<file path="src/rtl/m68k_bus_master.sv">
// m68k_bus_master: single-byte 68008-style bus cycle master.
// A request presented while idle is latched and run through the sequence
// ADDR -> ASSERT -> (WDS, writes only) -> WAIT -> DATA -> END, one bus
// state per "tick" of CLKDIV sysclk cycles. WAIT lasts until the
// synchronized DTACK is seen at a tick end, or until TIMEOUT ticks have
// elapsed, in which case the cycle ends with a bus error.
//
// Ports
//   sysclk, rst                       clock, async active-high reset
//   req, req_rw, req_addr, req_fc,    request handshake and cycle fields
//   req_wdata                         (req_rw: 1=read, 0=write)
//   busy, done, berr, rdata           status, completion pulse, last read byte
//   addr_bus, fc, rw_, as_, ds_,      bus drive and address-group enable
//   addr_oe
//   data_out, data_oe                 write data drive and enable
//   data_in, dtack_                   responder data and async active-low DTACK
module m68k_bus_master #(
    parameter int ADDRLEN = 20,
    parameter int CLKDIV  = 2,
    parameter int TIMEOUT = 255
) (
    input  logic               sysclk,
    input  logic               rst,
    input  logic               req,
    input  logic               req_rw,
    input  logic [ADDRLEN-1:0] req_addr,
    input  logic [2:0]         req_fc,
    input  logic [7:0]         req_wdata,
    output logic               busy,
    output logic               done,
    output logic               berr,
    output logic [7:0]         rdata,
    output logic [ADDRLEN-1:0] addr_bus,
    output logic [2:0]         fc,
    output logic               rw_,
    output logic               as_,
    output logic               ds_,
    output logic               addr_oe,
    output logic [7:0]         data_out,
    output logic               data_oe,
    input  logic [7:0]         data_in,
    input  logic               dtack_
);

    localparam int WW = $clog2(TIMEOUT + 1);

    typedef enum logic [2:0] {
        S_IDLE, S_ADDR, S_ASSERT, S_WDS, S_WAIT, S_DATA, S_END
    } state_t;

    state_t             state_q, state_d;
    logic [5:0]         tick_q, tick_d;
    logic [WW-1:0]      wcnt_q, wcnt_d;
    logic               berr_flag_q, berr_flag_d;
    logic               rd_q, rd_d;
    logic [ADDRLEN-1:0] lat_addr_q, lat_addr_d;
    logic [2:0]         lat_fc_q, lat_fc_d;
    logic [7:0]         lat_wdata_q, lat_wdata_d;
    logic               dtack_s1_q, dtack_s2_q;

    logic               busy_q, busy_d, done_q, done_d, berr_q, berr_d;
    logic [7:0]         rdata_q, rdata_d;
    logic [ADDRLEN-1:0] addr_bus_q, addr_bus_d;
    logic [2:0]         fc_q, fc_d;
    logic               rw_q, rw_d, as_q, as_d, ds_q, ds_d;
    logic               addr_oe_q, addr_oe_d, data_oe_q, data_oe_d;
    logic [7:0]         data_out_q, data_out_d;

    logic               tick_end;

    assign tick_end = (tick_q == 6'(CLKDIV - 1));

    // dtack_ is asynchronous to sysclk: two-flop synchronizer, idles high.
    always_ff @(posedge sysclk or posedge rst) begin
        if (rst) begin
            dtack_s1_q <= 1'b1;
            dtack_s2_q <= 1'b1;
        end else begin
            dtack_s1_q <= dtack_;
            dtack_s2_q <= dtack_s1_q;
        end
    end

    always_comb begin
        state_d     = state_q;
        tick_d      = tick_end ? 6'd0 : 6'(tick_q + 6'd1);
        wcnt_d      = wcnt_q;
        berr_flag_d = berr_flag_q;
        rd_d        = rd_q;
        lat_addr_d  = lat_addr_q;
        lat_fc_d    = lat_fc_q;
        lat_wdata_d = lat_wdata_q;
        rdata_d     = rdata_q;
        done_d      = 1'b0;
        berr_d      = 1'b0;

        case (state_q)
            S_IDLE: begin
                tick_d = 6'd0;
                if (req) begin
                    rd_d        = req_rw;
                    lat_addr_d  = req_addr;
                    lat_fc_d    = req_fc;
                    lat_wdata_d = req_wdata;
                    wcnt_d      = '0;
                    berr_flag_d = 1'b0;
                    state_d     = S_ADDR;
                end
            end
            S_ADDR:   if (tick_end) state_d = S_ASSERT;
            S_ASSERT: if (tick_end) state_d = rd_q ? S_WAIT : S_WDS;
            S_WDS:    if (tick_end) state_d = S_WAIT;
            S_WAIT: begin
                if (tick_end) begin
                    if (!dtack_s2_q) begin
                        state_d = S_DATA;
                    end else if (wcnt_q == WW'(TIMEOUT - 1)) begin
                        // This tick end completes the TIMEOUT-th waiting tick.
                        wcnt_d      = wcnt_q + 1'b1;
                        berr_flag_d = 1'b1;
                        state_d     = S_END;
                    end else begin
                        wcnt_d = wcnt_q + 1'b1;
                    end
                end
            end
            S_DATA: begin
                if (tick_end) begin
                    if (rd_q) rdata_d = data_in;
                    state_d = S_END;
                end
            end
            S_END: begin
                if (tick_end) begin
                    state_d = S_IDLE;
                    done_d  = 1'b1;
                    berr_d  = berr_flag_q;
                end
            end
            default: state_d = S_IDLE;
        endcase

        // Outputs are decoded from the next state so they change on the
        // same edge as the state register.
        busy_d     = (state_d != S_IDLE);
        addr_oe_d  = busy_d;
        addr_bus_d = addr_oe_d ? lat_addr_d : '0;
        fc_d       = addr_oe_d ? lat_fc_d : 3'd0;
        rw_d       = addr_oe_d ? rd_d : 1'b1;
        data_oe_d  = addr_oe_d && !rd_d;
        data_out_d = data_oe_d ? lat_wdata_d : 8'd0;
        as_d       = !(state_d inside {S_ASSERT, S_WDS, S_WAIT, S_DATA});
        ds_d       = !((state_d == S_ASSERT && rd_d) ||
                       (state_d inside {S_WDS, S_WAIT, S_DATA}));
    end

    always_ff @(posedge sysclk or posedge rst) begin
        if (rst) begin
            state_q     <= S_IDLE;
            tick_q      <= 6'd0;
            wcnt_q      <= '0;
            berr_flag_q <= 1'b0;
            rd_q        <= 1'b1;
            lat_addr_q  <= '0;
            lat_fc_q    <= 3'd0;
            lat_wdata_q <= 8'd0;
            busy_q      <= 1'b0;
            done_q      <= 1'b0;
            berr_q      <= 1'b0;
            rdata_q     <= 8'd0;
            addr_bus_q  <= '0;
            fc_q        <= 3'd0;
            rw_q        <= 1'b1;
            as_q        <= 1'b1;
            ds_q        <= 1'b1;
            addr_oe_q   <= 1'b0;
            data_oe_q   <= 1'b0;
            data_out_q  <= 8'd0;
        end else begin
            state_q     <= state_d;
            tick_q      <= tick_d;
            wcnt_q      <= wcnt_d;
            berr_flag_q <= berr_flag_d;
            rd_q        <= rd_d;
            lat_addr_q  <= lat_addr_d;
            lat_fc_q    <= lat_fc_d;
            lat_wdata_q <= lat_wdata_d;
            busy_q      <= busy_d;
            done_q      <= done_d;
            berr_q      <= berr_d;
            rdata_q     <= rdata_d;
            addr_bus_q  <= addr_bus_d;
            fc_q        <= fc_d;
            rw_q        <= rw_d;
            as_q        <= as_d;
            ds_q        <= ds_d;
            addr_oe_q   <= addr_oe_d;
            data_oe_q   <= data_oe_d;
            data_out_q  <= data_out_d;
        end
    end

    assign busy     = busy_q;
    assign done     = done_q;
    assign berr     = berr_q;
    assign rdata    = rdata_q;
    assign addr_bus = addr_bus_q;
    assign fc       = fc_q;
    assign rw_      = rw_q;
    assign as_      = as_q;
    assign ds_      = ds_q;
    assign addr_oe  = addr_oe_q;
    assign data_oe  = data_oe_q;
    assign data_out = data_out_q;

endmodule

</file>
<file path="config.mk">
export PLATFORM = sky130hd
export DESIGN_NAME = m68k_bus_master
export DESIGN_NICKNAME = d
export VERILOG_FILES = /design/src/rtl/m68k_bus_master.sv
export SDC_FILE = /design/constraint.sdc
export NUM_CORES = 1
export LEC_CHECK = 0
export ABC_AREA = 1
export CAP_MARGIN = 20
export CORE_MARGIN = 5
export CORE_UTILIZATION = 45
export DETAILED_ROUTE_END_ITERATION = 7
export GPL_TIMING_DRIVEN = 0
export HOLD_SLACK_MARGIN = 0.15
export PLACE_DENSITY = 0.85
export SYNTH_ARGS = -nofsm -noshare
export SYNTH_HDL_FRONTEND = slang
export SYNTH_SLANG_ARGS = --single-unit
</file>
<file path="constraint.sdc">
create_clock -name sysclk -period 3.4 [get_ports sysclk]
set_clock_uncertainty 0.2 [all_clocks]
set_input_delay 0.68 -clock sysclk [delete_from_list [all_inputs] [get_ports sysclk]]
set_output_delay 0.68 -clock sysclk [all_outputs]
set_load 0.02 [all_outputs]
</file>
==> results.toml <==
[synthesis]
synth_area_leaders = "dfrtp_1 58%, nand2_1 11%, dfstp_2 4.0%"
yosys.cell_types.count = 39
yosys.area.top_type = "dfrtp_1"
synth_edf_count = 0
synth-seq-cells = 98
ys_warn_count = 0
syn-instance-count = 401
async_reset_ff_share_pct = 100.0
syn_area_mm2 = 0.003963
yosysSeqAreaShare_pct = 62.08
syn-num-nets = 449
synth_ff_type = "dfrtp_1"
yosysTopAreaCellShare_pct = 58.10
syn_area_per_cell_um2 = 9.882

[floorplan]
design.die.area_mm2 = 0.01078
coreArea_mm2 = 0.008636
num_rows = 34
io_pins = 91
die-width_um = 103.8
start_util_pct = 45.89
die_y_um = 103.8

[timing]
max-slew-margin-rel_pct = 55.20
rsz0062_at_grt = "no"
period_needed_ns = 2.369
final-max-slew-violation-count = 0
final-setup-viol-count = 0
max_freq_ghz = 0.4222
hold_viol = 0
setup_tns_ns = 0
min_period_over_period_pct = 69.67
worstMarginPinSlew_ns = 0.6705

[critical_path]
r2r_start = "tick_q[1]"
r2r_slack_ns = 1.36
path_cells = "clkdlybuf4s50_1"
setup.worst_path.end_class = "primary output"
crit_path_start = "rw_"
crit_type = "flip-flop to primary output"
cp.required_ns = 2.52
r2r_end = "addr_bus[8]"
crit_end = "rw_"
start_kind = "flip-flop"
cp_max_fo = 1
slowest_delay_ns = 0.59
cpLargestDelayFamily = "buffers and inverters"
crit_path_top_delay_cell = "clkdlybuf4s50_1"
cp.arrival_ns = 1.49
crit_buf_inv = 1
r2r_cells = 10
path_depth = 1

[cts]
cts_tree = "built"
cts.sinks = 98
cts_resized = 0
cts_setup_buffers = 0
htree_levels = 3
cts_buffers = 9
worstSkewPairLatency_ns = 0.36
clkTransAtPathRegs_ns = 0.10
clockBufferDepth = 2
cts_hold_buf = 0
clockRootBuffer = "clkbuf_8"

[layout]
syn2layout_area_growth_pct = 32.87
num_antenna_cells = 0
final_cell_mix = "117 x nand2_1, 92 x dfrtp_1, 90 x clkdlybuf4s50_1, 40 x inv_1, 27 x nor2_1"
layout_commonest_cell = "nand2_1"
drive_gt1_share_pct = 16.11
layout.nets = 552
finalInstanceArea_mm2 = 0.005265
n_fill_cell = 705

[pwr]
vdd_drop_max_mv = 0.4098
cellPowerDensity_mw_per_mm2 = 909.2
p_sw_uw = 1859
p_leak_uw = 0.002626
seqPwrFrac_pct = 37.5
intPower_uw = 2928
pwr-share-clk_pct = 17.7
power.share.combinational_pct = 44.8
power_switching_share_pct = 38.84

[routing]
finalWirelength_mm = 8.495
viasPerCell = 4.781
drtIter0Drc = 149
wl_per_cell_um = 13.77
vias = 2950
ant_nets = 0
drc = 0
dr.pass1.iters = 4

[run_status]
status = "completed"

[grt]
grt_pass1_wl_mm = 14.39
first_global_vias = 3025
antenna_found_initial = 0
grt_start_max_net_pins = 42
grt_use_total_pct = 16.25
grt_overflow_total = 0

[placement]
placed_area_mm2 = 0.005042
numPortBuffers = 90
hpwl_mm = 6.116
gp_congestion = 0.8132

[min_path]
min_path_cells = 0
min_path_type = "flip-flop to flip-flop"

[flow_run]
maxCapViolations = 0
sequential cells by signal, indices dropped and copies added (netlist names), 3 cells and up:
| signal | cells |
|---|---|
| addr_bus | 20 |
| lat_addr_q | 20 |
| data_out | 8 |
| lat_wdata_q | 8 |
| rdata | 8 |
| wcnt_q | 8 |
| tick_q | 6 |
| fc | 3 |
| lat_fc_q | 3 |
| state_q | 3 |
cell usage after synthesis (4+ instances only):
master     n
nand2_1  117
dfrtp_1   92
inv_1     41
nor2_1    27
o21ai_0   14
inv_2     13
nand2_2   12
mux2_2     8
nand3_1    8
dfstp_2    6
a21oi_1    5
nor3_1     5
or2_1      5
buf_2      4
ha_1       4
power groups by stage:
stage               Combinational (uW)  Sequential, uW  Clock [uW]
detailed placement                2170            1820           0
global route                      2380            1840         917
CTS                               2180            1800         869
floorplan                         1140            2050           0
finish                            2140            1800         847
global placement                  2090            1790           0
final cells by class:
cell class,count,area (um^2),share of cell area (%)
Sequential cell,98,2460,46.72
Inverter,54,206.4,3.921
Buffer,11,72.57,1.378
Multi-Input combinational cell,238,1227,23.31
Clock buffer,9,123.9,2.353
Timing Repair Buffer,92,940.9,17.87
Clock inverter,7,98.84,1.877
Tap cell,108,135.1,2.567
per-layer routing:
layer / wire length (um) / track usage, % / vias up
li1: - / - / 1428
met1: 3305 / 19.07 / 1423
met2: 4520 / 28.60 / 88
met3: 528 / 4.478 / 11
met4: 141 / 5.458 / 0
met5: 0 / 0 / -
worst reg2reg max path: cells and delay by family (launching register included):
kind	cells	cell delay, ns
simple gates	5	0.63
flops	1	0.41
buf+inv	3	0.29
compound gates	1	0.22
fa+ha+maj	1	0.21
kinds of logic after synthesis:
kind of cell / synth area share, %
DFF: 62.08
xor gates and xnor gates: 1.105
buffers and inverters: 6.947
AOI/OAI and AO/OA: 4.136
muxes: 2.274
adders and majority gates: 1.263
and+or+nand+nor: 22.20
worst min-delay path by stage:
stage                     startpoint    endpoint  slack [ns]
after floorplan           dtack_s1_q  dtack_s2_q        0.15
after global routing      dtack_s1_q  dtack_s2_q        0.17
final                     dtack_s1_q  dtack_s2_q        0.16
after detailed placement  dtack_s1_q  dtack_s2_q        0.15
after CTS                 dtack_s1_q  dtack_s2_q        0.16
after global placement    dtack_s1_q  dtack_s2_q        0.15
metrics by stage:
step | worst slack [ns] | power [uW] | util, % | hold WS, ns | instances
final | 1.031 | 4787 | 60.97 | 0.1609 | 617
after global routing | 0.9801 | 5138 | 60.97 | 0.1708 | 617
after CTS | 1.002 | 4853 | 60.97 | 0.1621 | 617
after detailed placement | 1.050 | 3989 | 58.39 | 0.1505 | 601
after global placement | 0.4440 | 3886 | 57.93 | 0.1466 | 599
after floorplan | 1.363 | 3190 | - | 0.1452 | 401
Note: power is estimated with default switching activity, not from simulation.
